## config.mk

```make
export PLATFORM = sky130hd
export DESIGN_NAME = op_result_serializer
export DESIGN_NICKNAME = d
export VERILOG_FILES = /design/src/rtl/op_result_serializer.sv
export SDC_FILE = /design/constraint.sdc
export NUM_CORES = 1
export LEC_CHECK = 0
export CORE_ASPECT_RATIO = 0.5
export CORE_UTILIZATION = 35
export CTS_CLUSTER_SIZE = 24
export DETAILED_ROUTE_END_ITERATION = 7
export SYNTH_ARGS = -nofsm -noshare
export SYNTH_HDL_FRONTEND = slang
export SYNTH_SLANG_ARGS = --single-unit
```

## constraint.sdc

```tcl
create_clock -name clk -period 2.25 [get_ports clk]
set_clock_uncertainty 0.2 [all_clocks]
set_input_delay 0.225 -clock clk [delete_from_list [all_inputs] [get_ports clk]]
set_output_delay 0.225 -clock clk [all_outputs]
set_load 0.05 [all_outputs]
```

## src/rtl/op_result_serializer.sv

```systemverilog
// Captures one frame of NUM_RES result words and streams them over a valid/ready
// link, one word per transfer, followed by an XOR checksum word; counts completed frames.
module op_result_serializer #(
    parameter int unsigned WIDTH   = 4,
    parameter int unsigned NUM_RES = 9,
    parameter int unsigned IDX_W   = 4
) (
    input  logic                     clk,
    input  logic                     rst,
    input  logic                     in_valid,
    output logic                     in_ready,
    input  logic [NUM_RES*WIDTH-1:0] in_results,
    output logic                     out_valid,
    input  logic                     out_ready,
    output logic [WIDTH-1:0]         out_data,
    output logic [IDX_W-1:0]         out_index,
    output logic                     out_last,
    output logic [7:0]               frame_count
);

    localparam int unsigned FRAME_W = NUM_RES * WIDTH;
    localparam logic [IDX_W-1:0] LAST_IDX = IDX_W'(NUM_RES - 1);
    localparam logic [IDX_W-1:0] CHK_IDX  = IDX_W'(NUM_RES);

    typedef enum logic [1:0] {
        ST_IDLE = 2'd0,
        ST_SEND = 2'd1,
        ST_CHK  = 2'd2
    } state_t;

    state_t             r_state;
    logic [FRAME_W-1:0] r_frame;
    logic [WIDTH-1:0]   r_xor;
    logic [IDX_W-1:0]   r_index;
    logic [WIDTH-1:0]   r_out_data;
    logic               r_out_valid;
    logic               r_out_last;
    logic               r_in_ready;
    logic [7:0]         r_frame_count;

    logic               w_xfer;

    assign w_xfer      = r_out_valid && out_ready;

    assign in_ready    = r_in_ready;
    assign out_valid   = r_out_valid;
    assign out_data    = r_out_data;
    assign out_index   = r_index;
    assign out_last    = r_out_last;
    assign frame_count = r_frame_count;

    // The frame is shifted down one word per transfer so the next word is always
    // in the second-lowest slot; out_data holds the word currently on the link.
    always_ff @(posedge clk or posedge rst) begin
        if (rst) begin
            r_state       <= ST_IDLE;
            r_frame       <= '0;
            r_xor         <= '0;
            r_index       <= '0;
            r_out_data    <= '0;
            r_out_valid   <= 1'b0;
            r_out_last    <= 1'b0;
            r_in_ready    <= 1'b0;
            r_frame_count <= '0;
        end else begin
            case (r_state)
                ST_IDLE: begin
                    r_in_ready <= 1'b1;
                    if (r_in_ready && in_valid) begin
                        r_frame     <= in_results;
                        r_xor       <= '0;
                        r_index     <= '0;
                        r_out_data  <= in_results[WIDTH-1:0];
                        r_out_valid <= 1'b1;
                        r_out_last  <= 1'b0;
                        r_in_ready  <= 1'b0;
                        r_state     <= ST_SEND;
                    end
                end

                ST_SEND: begin
                    if (w_xfer) begin
                        r_xor   <= r_xor ^ r_out_data;
                        r_frame <= r_frame >> WIDTH;
                        if (r_index == LAST_IDX) begin
                            r_index    <= CHK_IDX;
                            r_out_data <= r_xor ^ r_out_data;
                            r_out_last <= 1'b1;
                            r_state    <= ST_CHK;
                        end else begin
                            r_index    <= r_index + IDX_W'(1);
                            r_out_data <= r_frame[2*WIDTH-1:WIDTH];
                        end
                    end
                end

                ST_CHK: begin
                    if (w_xfer) begin
                        r_out_valid   <= 1'b0;
                        r_out_last    <= 1'b0;
                        r_out_data    <= '0;
                        r_index       <= '0;
                        r_frame_count <= r_frame_count + 8'(1);
                        r_in_ready    <= 1'b1;
                        r_state       <= ST_IDLE;
                    end
                end

                default: begin
                    r_state     <= ST_IDLE;
                    r_out_valid <= 1'b0;
                    r_out_last  <= 1'b0;
                    r_in_ready  <= 1'b0;
                end
            endcase
        end
    end

endmodule

```

# After elaboration in Yosys (flattened, before gate mapping)
# Index checks and enable logic that the tools add are counted.
# Widths: inputs -> output; s select.
# op_classes
bitwise,2
add_sub_neg,2
muxes,29
n_eq_ne,7
reduce_logical,11
# ops
operator,count
$mux 36,2
$pmux 36 s2,1
$mux 4,8
$pmux 4 s3,2
$pmux 1 s3,3
$add 8x1->8 const B,1
$mux 2,4
$ne 2x2->1 const B,4
$pmux 4 s2,1
$reduce_and 4->1,2
$mux 1,7
$pmux 2 s3,1
$reduce_and 3->1,2
$add 4x1->4 const B,1
$eq 4x4->1 const B,1
$reduce_and 2->1,2
$xor 4x4->4,1
$reduce_bool 3->1,1
$eq 2x1->1 const B,1
$eq 2x2->1 const B,1
$logic_and 1x1->1,2
$logic_not 2->1,1
$reduce_bool 2->1,1
$not 1->1,1
# totals
register_bits,61
out_inout_bits,19

# Logic depth before layout (Yosys ltp)
# Gate-level depths: netlist of the first run.
# depth
ltp_word,4
depth_mapped,9

# Least setup slack after synthesis of the first run
# No wires, ideal clock.
# synth_timing
kind,register to register
start,reg r_state[1]
end,"reg r_out_data[0], in the netlist out_data[0]"
path_buffers,2
stages_incl_launch_ff,9
t_arrival_ns,1.946
period_less_slack_ns,2.227
path_slack_ns,0.023
path_cell_list,dfrtp_1 inv_1 ha_1 clkbuf_2 nor2_1 nor3_4 buf_4 nor2_1 a31oi_1
# synth_between
elab_chain_len,3
word_cells_on_any_way,9
# synth_rtl
element,line_no,source
from (decl),31,state_t r_state;
from (signal assigned),56,r_state <= ST_IDLE;
from (signal assigned),77,r_state <= ST_SEND;
from (signal assigned),89,r_state <= ST_CHK;
$eq 2x1->1 (tied with other cells),66,case (r_state)
$ne 2x2->1 (no source line) / $reduce_bool 3->1 (equally long branches),--,
$reduce_and 4->1 (no source line),--,
to (signal assigned),73,r_out_data <= in_results[WIDTH-1:0];
to (signal assigned),87,r_out_data <= r_xor ^ r_out_data;
to (signal assigned),92,r_out_data <= r_frame[2*WIDTH-1:WIDTH];
to (decl),35,logic [WIDTH-1:0] r_out_data;
# Parallel ways exist; a longest one is shown, timed or not.
# A chain may end at the register's enable or synchronous reset.

# Final worst setup path of the first run
# layout_timing
start,reg r_state[1]
end,reg r_frame[11]
# layout_between
elab_chain_len,3
word_cells_on_any_way,7
# layout_rtl
element,line_no,source
$eq 2x1->1 / $logic_not 2->1 (equally long branches),66,
$ne 2x2->1 (no source line) / $reduce_bool 2->1 (equally long branches),--,
$reduce_and 3->1 (no source line),--,
to (signal assigned),70,r_frame <= in_results;
to (signal assigned),84,r_frame <= r_frame >> WIDTH;
to (decl),32,logic [FRAME_W-1:0] r_frame;
# Parallel ways exist; a longest one is shown, timed or not.

==> results.cfg, run 1 <==
[status]
status = finished, final reports clean

[worst_setup_path]
cp_data_required_time_ns = 2.23
cp_data_arrival_time_ns = 2.08
reg2reg_from = r_state[1]$_DFFE_PP0P_
r2r-end = r_frame[11]$_DFFE_PP0P_
endpoint_kind = register
rrSetupSlack_ns = 0.15
path_class = register to register
cp-start-kind = register
path_max_fanout = 30
reg2reg_depth = 6

[placement]
hpwl_mm = 4.33
io_buffers = 58
gp_congestion = 0.817
place_ws_ns = 0.112
placed_area_sq_mm = 0.00359

[routing]
drt-initial-drc-count = 91
drc = 0
vias = 2180
vias_per_cell = 4.91
ant_nets = 0
wirelength_mm = 6.26
firstDrtPassIters = 6
wl_per_cell_um = 14.1

[cells_and_area]
drive_gt1_share_pct = 15.4
fillers = 760
area_growth_pct = 28.9
final_area_sq_mm = 0.00376
nNetsFinal = 379
post-route-util_pct = 46.9
diodes = 0

[power]
vdd_drop_max_mv = 0.421
finalPower_mw = 5.06
power_density_mw_per_mm2 = 1350
p_leak_nw = 1.66

[cts]
numCtsBuffers = 5
clkSinkCount = 56
path_clk_slew_ns = 0.07
h-tree-depth = 2
cts_root_buffer = clkbuf_16
post_cts_buffers = 0
cts_tree = yes
clockBufferDepth = 2
clock_latency_ns = 0.29

[grt]
track_usage_pct = 14.9
grt_max_degree = 61
grt_pass1_vias = 2169
grt-ovfl-total = 0
grt_pass1_wl_mm = 10.2
antenna_found_initial = 0

[sta]
final.period_utilization_pct = 93.4
tightest_slew_ns = 0.509
fmax_mhz = 476
relSlewSlack_pct = 65.9
final_hold_viol_count = 0
finalSetupViolCount = 0
worst_slack_ns = 0.149
setup_tns_ns = 0
drv_slew = 0
post-route-min-period_ns = 2.10

[yosys]
avgSynthCellArea_sq_um = 10.6
synth_top_area_cell = dfrtp_1
synth_compound_area_share_pct = 16.2
synth_most_common_cell = dfrtp_1
yosys_register_bits = 56
synth_edf_count = 0
syn_area_sq_mm = 0.00292
syn_nets = 322
synth_top_family_by_area = compound AO/OA/AOI/OAI gates
synth-main-ff-cell = dfrtp_1
synthCells = 275
synth_mux_area_share_pct = 10.4
synth_xor_area_share_pct = 3.30
async_flop_share_pct = 100
ys_top_cells_by_count = dfrtp_1, nand2_1, mux2i_1, o21ai_2, o21ai_0
synth_top_area_share_pct = 48.0
yosysWarnings = 0
yosys.cell_types.count = 39
yosysSeqAreaShare_pct = 48.0
synth_area_leaders = dfrtp_1, mux2i_1, o21ai_2
synthAdderAreaFrac_pct = 3.00
yosys.area_share.simple_pct = 13.2

[floorplanning]
core_area_sq_mm = 0.00803
die_h_um = 66.6
pin_count = 59
dieArea_sq_mm = 0.00873
start_util_pct = 36.4
die_x_um = 131
rows = 23

[run]
cap_viol_max_count = 0

[hold_path]
hold_class = input port to async pin
## worst max-delay path, cell delays in order, from the launching register on
cell and delay [ns]:
dfrtp_1 0.41, inv_1 0.14, ha_1 0.25, a21boi_4 0.33, a211o_2 0.27, clkbuf_16 0.28
o21ai_2 0.09
## sequential cells by signal, indices dropped and copies added (netlist names)
name	count
r_state	2
r_frame	32
frame_count	8
r_xor	4
in_ready	1
out_data	4
out_valid	1
out_index	4
## metrics by stage
step	hold slack [ns]	std cells
2_1_floorplan	0.170	275
3_3_place_gp	0.254	436
3_5_place_dp	0.260	436
4_1_cts	0.116	443
5_1_grt	0.144	444
6_report	0.0954	444
## kinds of logic after synthesis
family          count (synthesis)
fa+ha+maj                       7
xor+xnor                       11
compound gates                 62
mux                            30
flops                          56
simple gates                   86
buf+inv                        23
## final cells by class
class,count,area [sq um],area share [%]
Timing Repair Buffer,66,703,18.7
Inverter,7,26.3,0.698
Multi-Input combinational cell,196,1360,36.0
Clock buffer,5,125,3.32
Tap cell,112,140,3.72
Clock inverter,2,12.5,0.332
Sequential cell,56,1400,37.2
## per-layer routing
layer	global-route usage, %	wire [um]
met1	18.3	2980
met2	26.1	2940
met3	4.19	289
met4	3.53	55
met5	0	0
## where the power goes
group / switching, mW / internal [mW]
registers: 0.284 / 1.39
clock network: 0.358 / 0.405
logic: 1.51 / 1.11
total: 2.16 / 2.91
## placed cells by master, fill, tap and decap left out, drive strengths merged, types with 2 or more instances in the layout
cell type / count
xor2: 3
clkbuf: 6
nor2: 11
o2111ai: 4
a31oi: 5
mux2: 2
ha: 7
mux2i: 28
o21ai: 41
clkdlybuf4s50: 58
a21oi: 3
dfrtp: 56
xnor2: 8
nand3: 11
nor3: 7
inv: 7
nand2b: 4
a32o: 2
nand2: 49
buf: 7
## how the worst max path moves through the flow
stage / from / to / slack [ns] / depth (start not counted)
after floorplan: r_state[1]$_DFFE_PP0P_ / out_data[0]$_DFFE_PP0P_ / 0.02 / 8
after detailed placement: r_state[1]$_DFFE_PP0P_ / r_frame[25]$_DFFE_PP0P_ / 0.11 / 7
after CTS: r_state[1]$_DFFE_PP0P_ / r_frame[25]$_DFFE_PP0P_ / 0.09 / 7
after global placement: out_ready / r_frame[13]$_DFFE_PP0P_ / 0.20 / 6
after global routing: r_state[1]$_DFFE_PP0P_ / r_frame[4]$_DFFE_PP0P_ / -0.01 / 6
final: r_state[1]$_DFFE_PP0P_ / r_frame[11]$_DFFE_PP0P_ / 0.15 / 6
## timing repair
item,4_1_cts,5_1_grt
hold buffers,0,0
endpoints found under the setup margin,0,32
resized for setup,0,2
Note: power is estimated with default switching activity, not from simulation.
==> run 2: changes to the inputs <==
CTS_CLUSTER_SIZE = 16   (was 24)
==> results of run 2 <==
Same layout as run 1: the final DEF is identical, and so are final timing and power.
==> run 3: changes to the inputs <==
SLEW_MARGIN = 20   (was default)
==> results of run 3 <==
Same layout as run 1: the final DEF is identical, and so are final timing and power.
